===== config.mk =====
export PLATFORM = sky130hd
export DESIGN_NAME = dbus_interconnect
export DESIGN_NICKNAME = d
export VERILOG_FILES = /design/src/rtl/dbus_pkg.sv /design/src/rtl/dbus_addr_decode.sv /design/src/rtl/dbus_interconnect.sv
export SDC_FILE = /design/constraint.sdc
export NUM_CORES = 1
export LEC_CHECK = 0
export ABC_CLOCK_PERIOD_IN_PS = 4240
export BUFFER_PORTS_ARGS = -buffer_cell sky130_fd_sc_hd__clkbuf_2
export CAP_MARGIN = 40
export CORE_AREA = 2 2 203 205
export CTS_CLUSTER_SIZE = 14
export DETAILED_ROUTE_END_ITERATION = 7
export DIE_AREA = 0 0 205 207
export SYNTH_ARGS = -nofsm -noshare
export SYNTH_HDL_FRONTEND = slang
export SYNTH_SLANG_ARGS = --single-unit

===== constraint.sdc =====
create_clock -name clk -period 4.24 [get_ports clk]
set_clock_uncertainty 0.2 [all_clocks]
set_input_delay 0.848 -clock clk [delete_from_list [all_inputs] [get_ports clk]]
set_output_delay 0.848 -clock clk [all_outputs]
set_load 0.01 [all_outputs]

===== src/rtl/dbus_pkg.sv =====
// Shared types and constants for the data-bus interconnect: error codes,
// read FSM states and the default SoC peripheral base addresses.
package dbus_pkg;

   // Error codes reported on err_code
   localparam logic [1:0] ERR_NONE       = 2'b00;
   localparam logic [1:0] ERR_RD_UNMAP   = 2'b01;
   localparam logic [1:0] ERR_WR_UNMAP   = 2'b10;
   localparam logic [1:0] ERR_RD_TIMEOUT = 2'b11;

   // Read channel FSM: WAIT covers every cycle in which a response is owed
   typedef enum logic {IDLE, WAIT} rd_state_e;

   // Default SoC map, upper address byte of each peripheral
   localparam logic [7:0] BASE_IRAM    = 8'h00;
   localparam logic [7:0] BASE_DRAM    = 8'h01;
   localparam logic [7:0] BASE_UART    = 8'h02;
   localparam logic [7:0] BASE_SEG     = 8'h03;
   localparam logic [7:0] BASE_SEC_CLK = 8'h04;
   localparam logic [7:0] BASE_BUTTON  = 8'h05;
   localparam logic [7:0] BASE_BUZZER  = 8'h06;

endpackage


===== src/rtl/dbus_addr_decode.sv =====
// Priority address decoder: compares the upper address bits against a packed
// base table and returns a one-hot select (lowest index wins) and a hit flag.
module dbus_addr_decode
   import dbus_pkg::*;
#(
   parameter int                                 NSLAVE         = 8,
   parameter int                                 BASEADDR_WIDTH = 8,
   parameter logic [NSLAVE*BASEADDR_WIDTH-1:0]   BASEADDRS      = '0
) (
   input  logic [31:0]       addr_i,
   output logic [NSLAVE-1:0] sel_o,
   output logic              hit_o
);

   // Scan from the highest index down so the lowest matching index is kept
   always_comb begin
      sel_o = '0;
      hit_o = 1'b0;
      for (int i = NSLAVE-1; i >= 0; i--) begin
         if (addr_i[31 -: BASEADDR_WIDTH] == BASEADDRS[i*BASEADDR_WIDTH +: BASEADDR_WIDTH]) begin
            sel_o    = '0;
            sel_o[i] = 1'b1;
            hit_o    = 1'b1;
         end
      end
   end

endmodule


===== src/rtl/dbus_interconnect.sv =====
// Data-bus interconnect between the CPU data port and NSLAVE peripherals.
// Writes are decoded combinationally; reads go through a two-state FSM that
// supports slave wait-states, a timeout, and a sticky first-error capture.
module dbus_interconnect
   import dbus_pkg::*;
#(
   parameter int                                 NSLAVE         = 8,
   parameter int                                 BASEADDR_WIDTH = 8,
   parameter int                                 SLAVE_ADDRW    = 14,
   parameter logic [NSLAVE*BASEADDR_WIDTH-1:0]   BASEADDRS      = '0,
   parameter int                                 TIMEOUT        = 16
) (
   input  logic                   clk,
   input  logic                   rst,
   input  logic                   m_rd,
   input  logic [31:0]            m_raddr,
   output logic [31:0]            m_rdata,
   output logic                   m_stall,
   input  logic                   m_wr,
   input  logic [31:0]            m_waddr,
   input  logic [31:0]            m_wdata,
   input  logic [3:0]             m_wstrb,
   output logic [NSLAVE-1:0]      s_rd,
   output logic [SLAVE_ADDRW-1:0] s_raddr,
   input  logic [NSLAVE*32-1:0]   s_rdata,
   input  logic [NSLAVE-1:0]      s_rvalid,
   output logic [NSLAVE-1:0]      s_wr,
   output logic [SLAVE_ADDRW-1:0] s_waddr,
   output logic [31:0]            s_wdata,
   output logic [3:0]             s_wstrb,
   output logic                   err_valid,
   output logic [31:0]            err_addr,
   output logic [1:0]             err_code,
   input  logic                   err_clr
);

   localparam logic [7:0] TO_CNT = 8'(TIMEOUT);

   logic [NSLAVE-1:0] rd_sel, wr_sel;
   logic              rd_hit, wr_hit;

   // rsel is held one-hot so the response mux is a plain AND-OR
   rd_state_e         state_q, state_d;
   logic [NSLAVE-1:0] rsel_q, rsel_d;
   logic [7:0]        cnt_q, cnt_d;
   logic [31:0]       raddr_q, raddr_d;

   logic              err_valid_q, err_valid_d;
   logic [31:0]       err_addr_q, err_addr_d;
   logic [1:0]        err_code_q, err_code_d;

   logic              rvalid_sel, resp_ok, timeout, stall_int, rd_accept;
   logic [31:0]       rdata_sel;
   logic              err_ev;
   logic [1:0]        err_ev_code;
   logic [31:0]       err_ev_addr;

   dbus_addr_decode #(
      .NSLAVE(NSLAVE), .BASEADDR_WIDTH(BASEADDR_WIDTH), .BASEADDRS(BASEADDRS)
   ) u_rd_dec (.addr_i(m_raddr), .sel_o(rd_sel), .hit_o(rd_hit));

   dbus_addr_decode #(
      .NSLAVE(NSLAVE), .BASEADDR_WIDTH(BASEADDR_WIDTH), .BASEADDRS(BASEADDRS)
   ) u_wr_dec (.addr_i(m_waddr), .sel_o(wr_sel), .hit_o(wr_hit));

   // Select the pending slave's valid and data
   always_comb begin
      rvalid_sel = |(s_rvalid & rsel_q);
      rdata_sel  = '0;
      for (int i = 0; i < NSLAVE; i++) begin
         if (rsel_q[i]) rdata_sel = rdata_sel | s_rdata[i*32 +: 32];
      end
   end

   // A pending read either completes, times out after TIMEOUT stall cycles, or stalls
   always_comb begin
      resp_ok   = (state_q == WAIT) && rvalid_sel;
      timeout   = (state_q == WAIT) && !rvalid_sel && (cnt_q == TO_CNT);
      stall_int = (state_q == WAIT) && !resp_ok && !timeout;
      rd_accept = m_rd && !stall_int && !rst;
      m_stall   = stall_int && !rst;
      m_rdata   = (resp_ok && !rst) ? rdata_sel : 32'h0;
      s_rd      = rd_accept ? rd_sel : '0;
      s_wr      = (m_wr && !rst) ? wr_sel : '0;
   end

   assign s_raddr = m_raddr[SLAVE_ADDRW-1:0];
   assign s_waddr = m_waddr[SLAVE_ADDRW-1:0];
   assign s_wdata = m_wdata;
   assign s_wstrb = m_wstrb;

   // Read FSM next state; a new read may be accepted in the cycle a response completes
   always_comb begin
      state_d = state_q;
      rsel_d  = rsel_q;
      cnt_d   = cnt_q;
      raddr_d = raddr_q;
      if (stall_int) begin
         cnt_d = cnt_q + 8'd1;
      end else begin
         state_d = IDLE;
         if (rd_accept && rd_hit) begin
            state_d = WAIT;
            rsel_d  = rd_sel;
            cnt_d   = '0;
            raddr_d = m_raddr;
         end
      end
   end

   // Read FSM state register
   always_ff @(posedge clk) begin
      if (rst) begin
         state_q <= IDLE;
         rsel_q  <= '0;
         cnt_q   <= '0;
         raddr_q <= '0;
      end else begin
         state_q <= state_d;
         rsel_q  <= rsel_d;
         cnt_q   <= cnt_d;
         raddr_q <= raddr_d;
      end
   end

   // Error event and capture; read errors beat write errors, clear yields to a new error
   always_comb begin
      err_ev      = 1'b0;
      err_ev_code = ERR_NONE;
      err_ev_addr = '0;
      if (timeout) begin
         err_ev = 1'b1; err_ev_code = ERR_RD_TIMEOUT; err_ev_addr = raddr_q;
      end else if (rd_accept && !rd_hit) begin
         err_ev = 1'b1; err_ev_code = ERR_RD_UNMAP;   err_ev_addr = m_raddr;
      end else if (m_wr && !wr_hit) begin
         err_ev = 1'b1; err_ev_code = ERR_WR_UNMAP;   err_ev_addr = m_waddr;
      end
      err_valid_d = err_valid_q;
      err_addr_d  = err_addr_q;
      err_code_d  = err_code_q;
      if (err_ev && (!err_valid_q || err_clr)) begin
         err_valid_d = 1'b1;
         err_addr_d  = err_ev_addr;
         err_code_d  = err_ev_code;
      end else if (err_clr) begin
         err_valid_d = 1'b0;
         err_addr_d  = '0;
         err_code_d  = ERR_NONE;
      end
   end

   // Error capture registers
   always_ff @(posedge clk) begin
      if (rst) begin
         err_valid_q <= 1'b0;
         err_addr_q  <= '0;
         err_code_q  <= ERR_NONE;
      end else begin
         err_valid_q <= err_valid_d;
         err_addr_q  <= err_addr_d;
         err_code_q  <= err_code_d;
      end
   end

   assign err_valid = err_valid_q;
   assign err_addr  = err_addr_q;
   assign err_code  = err_code_q;

   // The CPU must not issue a read while stalled; such a request is dropped
   a_no_rd_while_stall: assert property (@(posedge clk) disable iff (rst) !(m_rd && m_stall));

endmodule


Word-level counts from Yosys, hierarchy flattened:

Index checks and enable logic that the tools add are counted.

* register bits: 84
* input bits: 369

* multiplexer cells: 33
* equality and inequality tests: 1
* bitwise operators: 9
* reduce and logical (&&, ||, !) cells: 29
* add/sub/neg operators: 1

Operators by type and width (number)
* two-way mux 32 bit: 14
* bitwise OR 32 bit: 7
* two-way mux 8 bit: 4
* logical NOT 8 bit: 2
* logical AND 1 bit: 14
* two-way mux 1 bit: 10
* two-way mux 2 bit: 5
* adder 8 x 1 -> 8 bit, second input constant: 1
* bitwise AND 8 bit: 1
* equality test 8 x 5 -> 1 bit, second input constant: 1
* logical NOT 1 bit: 8
* OR reduction 8 bit: 1
* nonzero test 2 bit: 2
* AND reduction 2 bit: 1
* logical OR 1 bit: 1
* inverter 1 bit: 1

Depth between registers and ports, before layout:

* word-level depth: 16
* depth in mapped cells: 9
* mapped depth without buffers: 7

Cells and area by module:

From an unflattened synthesis, not the netlist that was laid out.

* cell total of the unflattened synthesis: 820
* area, all modules: 6264.8 um^2

By module, submodules not included
* dbus_interconnect: instances 1, area each 6099.6 um^2, sequential area each 1681.6 um^2, cells an instance 796
* dbus_addr_decode: instances 2, area each 82.6 um^2, sequential area each 0.0 um^2, cells an instance 12

Least setup slack after synthesis:

No wires, ideal clock.

* path kind: input -> output
* start: input port m_raddr[27]
* end: output port s_rd[0]
* stages on the path: 5
* data required time: 3.192 ns
* data arrival time: 1.993 ns
* slack: 1.199 ns
* cell sequence: nor4_2 -> and2_1 -> and3_1 -> buf_2 -> buf_4

* longest elaborated chain between the ends: 3

RTL lines
* start, declared: RTL line dbus_interconnect.sv:16 `input logic [31:0] m_raddr,`
* logical NOT 8 bit: RTL line dbus_addr_decode.sv:20 `if (addr_i[31 -: BASEADDR_WIDTH] == BASEADDRS[i*BASEADDR_WIDTH +: BASEADDR_WIDTH]) begin`
* two-way mux 1 bit: RTL line dbus_addr_decode.sv:20
* two-way mux 8 bit: RTL line dbus_interconnect.sv:83 `s_rd = rd_accept ? rd_sel : '0;`
* end, declared: RTL line dbus_interconnect.sv:23 `output logic [NSLAVE-1:0] s_rd,`

No other way between the ends.

Final worst setup path:

* start: register cnt_q[0]
* end: output port s_rd[0]

* longest elaborated chain between the ends: 8

RTL lines
* start, declared: RTL line dbus_interconnect.sv:45 `logic [7:0] cnt_q, cnt_d;`
* start signal, assigned: RTL line dbus_interconnect.sv:121 `cnt_q <= cnt_d;`
* equality test 8 x 5 -> 1 bit: RTL line dbus_interconnect.sv:78 `timeout = (state_q == WAIT) && !rvalid_sel && (cnt_q == TO_CNT);`
* logical AND 1 bit: RTL line dbus_interconnect.sv:78
* logical NOT 1 bit: RTL line dbus_interconnect.sv:79 `stall_int = (state_q == WAIT) && !resp_ok && !timeout;`
* logical AND 1 bit: RTL line dbus_interconnect.sv:79
* logical NOT 1 bit: RTL line dbus_interconnect.sv:80 `rd_accept = m_rd && !stall_int && !rst;`
* logical AND 1 bit (2 in series): RTL line dbus_interconnect.sv:80
* two-way mux 8 bit: RTL line dbus_interconnect.sv:83

No other way between the ends.

==> metrics.md <==
| Metric | Value |
|---|---|
| Antenna Nets Post-Route | 0 |
| Placer congestion estimate | about 0.74 |
| Final #Nets | around 1000 |
| Share of cells above drive strength 1 | 0.370 |
| R2r endpoint | raddr_q[31] |
| Synth top area share | 0.331 |
| Via/cell ratio | 3.61 |
| Root Buffer | clkbuf_16 |
| Seq cells post-synth | 77 |
| Final worst path period share | 0.806 |
| Total GRT Usage | 0.0909 |
| CTS clk-pin slew, worst paths | 0.07 ns |
| Post-synth EDFFs | 0 |
| Area delta synth->final | 30.6% |
| Crit path time final | roughly 3.4 ns |
| Endpoints failing setup | 0 |
| Top_reg_cell synth | dfxtp_1 |
| PwrDens | between 300 and 400 mW/mm2 |
| Row count | 74 |
| Dpl hpwl | between 15000 and 20000 um |
| DRC | 0 |
| Critical Path RT | around 3.2 ns |
| Most frequent cells in the layout | 199 x clkbuf_2, 77 x dfxtp_1, 41 x and2_1 |
| Startpoint types | flop |
| Worst-path maximum fanout | 21 |
| Die X | about 210 um |
| Max transition margin | 0.490 |
| Final Max Slew Viols | 0 |
| Arr. time, crit path | 2.37 ns |
| Setup CP Type | reg2out |
| Chip Height | 207 um |
| Final Hold Fails | 0 |
| DIE AREA | ~0.042 mm2 |
| Placeable Area | ~0.04 mm2 |
| Distinct cells, synth | 47 |
| Initial core utilization | 0.115 |
| Max-cap violations | 0 |
| Placed inst area | 0.00576 mm2 |
| Run status | finished clean |
| CTS Buf Count | 9 |
| # clock sinks | 77 |
| Synth Cell Area | 0.00466 mm2 |
| Vias in the first global route | 4084 |
| Seq/Total Area, Yosys | 0.331 |
| Syn avg cell area | roughly 8.5 um2 |
| Largest net degree at the start of global routing | 36 |
| Gr ovfl total | 0 |
| Worst R2R Setup Slack | roughly 1.1 ns |
| PostCTS Resize Cnt | 0 |
| Post-route cell area | about 0.0061 mm2 |
| Clock latency at the later pin of the worst-skew pair | ~0.35 ns |
| Hold depth | 1 |
| Synth top area cells | dfxtp_1 33%, buf_4 13%, and2_1 5.5% |
| Hold EP | raddr_q[31] |
| Routed WL | roughly 20000 um |
| Routed length per instance | around 16 um |
| Worst r2r src | cnt_q[0] |
| Most common cell after layout, fill and taps aside | clkbuf_2 |
| Routed vias | ~4400 |
| First-pass GRT wire length | 28000 um |
| Worst hold path type | reg2reg |
| Initial antenna violation count | 2 |
| Post-synthesis cell count | 548 |
| CTS tree | built |
| Buffers on Ports | 199 |
| Worst IR Drop VDD | 146 uV |
| Final TNS setup | 0 ns |
| Htree depth | 3 |
| Async S/R FF share, synth | 0 |
| Critical path endpoint category | primary output |
| Yosys warnings | 0 |
| Worst Max-Slew Pin Slew | approximately 0.76 ns |
| Register-to-Register Path Depth | 8 |
| Hold Crit Start | raddr_q[31] |
| Cell accounting for the most synthesized area | dfxtp_1 |
| Setup bufs post-CTS | 0 |
| Iter 0 DRT Violations | about 300 |
| Max clock buf depth | 2 |
| P_leak | between 2 and 2.5 nW |
| RSZ-0062 raised after global routing | no |
| Max Clk Rate | 0.292 GHz |
| Pre-Repair DR Iteration Count | 7 |
| Ports | roughly 520 |
| Hold buffer count at CTS | 0 |
[metal layers]
layer / part of all wire / GRT usage / routed length [um] / vias up
li1: - / - / - / 2083
met1: 0.42 / 0.114 / 8380 / 2060
met2: 0.46 / 0.144 / 9240 / 201
met3: 0.089 / 0.0327 / 1780 / 16
met4: 0.025 / 0.0288 / 504 / 2
met5: 0.00050 / 0 / 10 / -
[stage by stage]
stage / hold WS [ns] / utilization / setup WS, ns / total power [mW] / instances
6_report: 0.266 / 0.151 / 0.821 / 1.84 / 1208
5_1_grt: 0.276 / 0.151 / 0.670 / 1.93 / 1207
4_1_cts: 0.260 / 0.151 / 0.776 / 1.88 / 1207
3_5_place_dp: 0.239 / 0.143 / 0.804 / 1.02 / 1191
3_3_place_gp: 0.234 / 0.142 / 0.842 / 1.02 / 1190
2_1_floorplan: 0.220 / - / 1.20 / 0.948 / 561
[power breakdown]
group	leakage [nW]	total, mW	switching (mW)	internal [mW]
Combinational	1.69	0.249	0.145	0.104
Sequential	0.624	0.752	0.0107	0.741
Clock	0.153	0.843	0.370	0.473
[flip-flops by register name, summed over array words and instances, names as in the netlist]
| register | count |
|---|---|
| cnt_q | 8 |
| err_addr | 32 |
| err_code | 2 |
| err_valid | 1 |
| raddr_q | 32 |
| rsel_q | 1 |
| state_q | 1 |
[layout make-up]
cell class,instances,area [um2]
flip-flops and latches,77,1540
well taps,532,666
multi-input cells,365,2420
inverters,4,15.0
repair buffers,213,1120
clock buffers,9,225
fillers,4652,34300
clock inverters,7,93.8
diodes,1,2.50
[worst max path at each step]
stage                       end  cells after the start         from  slack (ns)
CTS                     s_rd[0]                      6     cnt_q[0]        0.78
floorplan               s_rd[0]                      5  m_raddr[27]        1.20
finish                  s_rd[0]                      6     cnt_q[0]        0.82
global placement    err_addr[5]                      8          rst        0.84
global route            s_rd[0]                      6     cnt_q[0]        0.67
detailed placement  err_addr[5]                      8          rst        0.80
[worst max-delay path: stages, from the launching register on]
cell and delay, ns:
dfxtp_1 0.34, inv_1 0.06, ha_1 0.16, nand4bb_1 0.23, o21ai_4 0.69, and3_2 0.38
clkbuf_2 0.15
[synthesized netlist by cell type (2+ instances only)]
library cell  number
nor3_1             5
nand2_1           37
nor3_4             2
o21a_1             7
nand3_1           26
mux2i_1           24
a21o_1             2
nand2b_1          28
buf_4             81
nor2b_1            8
nand3b_1           2
buf_2              9
and3_1             4
and2_1            41
o211ai_1          30
a32o_1            23
nor3b_1            2
nor4_4             3
a31oi_1            2
ha_1               2
buf_6              2
nor2_1            38
a21oi_1           25
clkbuf_1          23
dfxtp_1           77
a32o_2             3
o21ai_0           18
a221o_1            2
inv_1              4
[cell families after synthesis]
group / share of synthesized area
AND/OR/NAND/NOR: 0.246
AO/OA/AOI/OAI: 0.198
flip-flops: 0.331
adder cells (fa/ha/maj): 0.00537
multiplexers: 0.0516
other: 0.000805
buffers and inverters: 0.167
No activity file was read; power rests on OpenSTA's default activity.
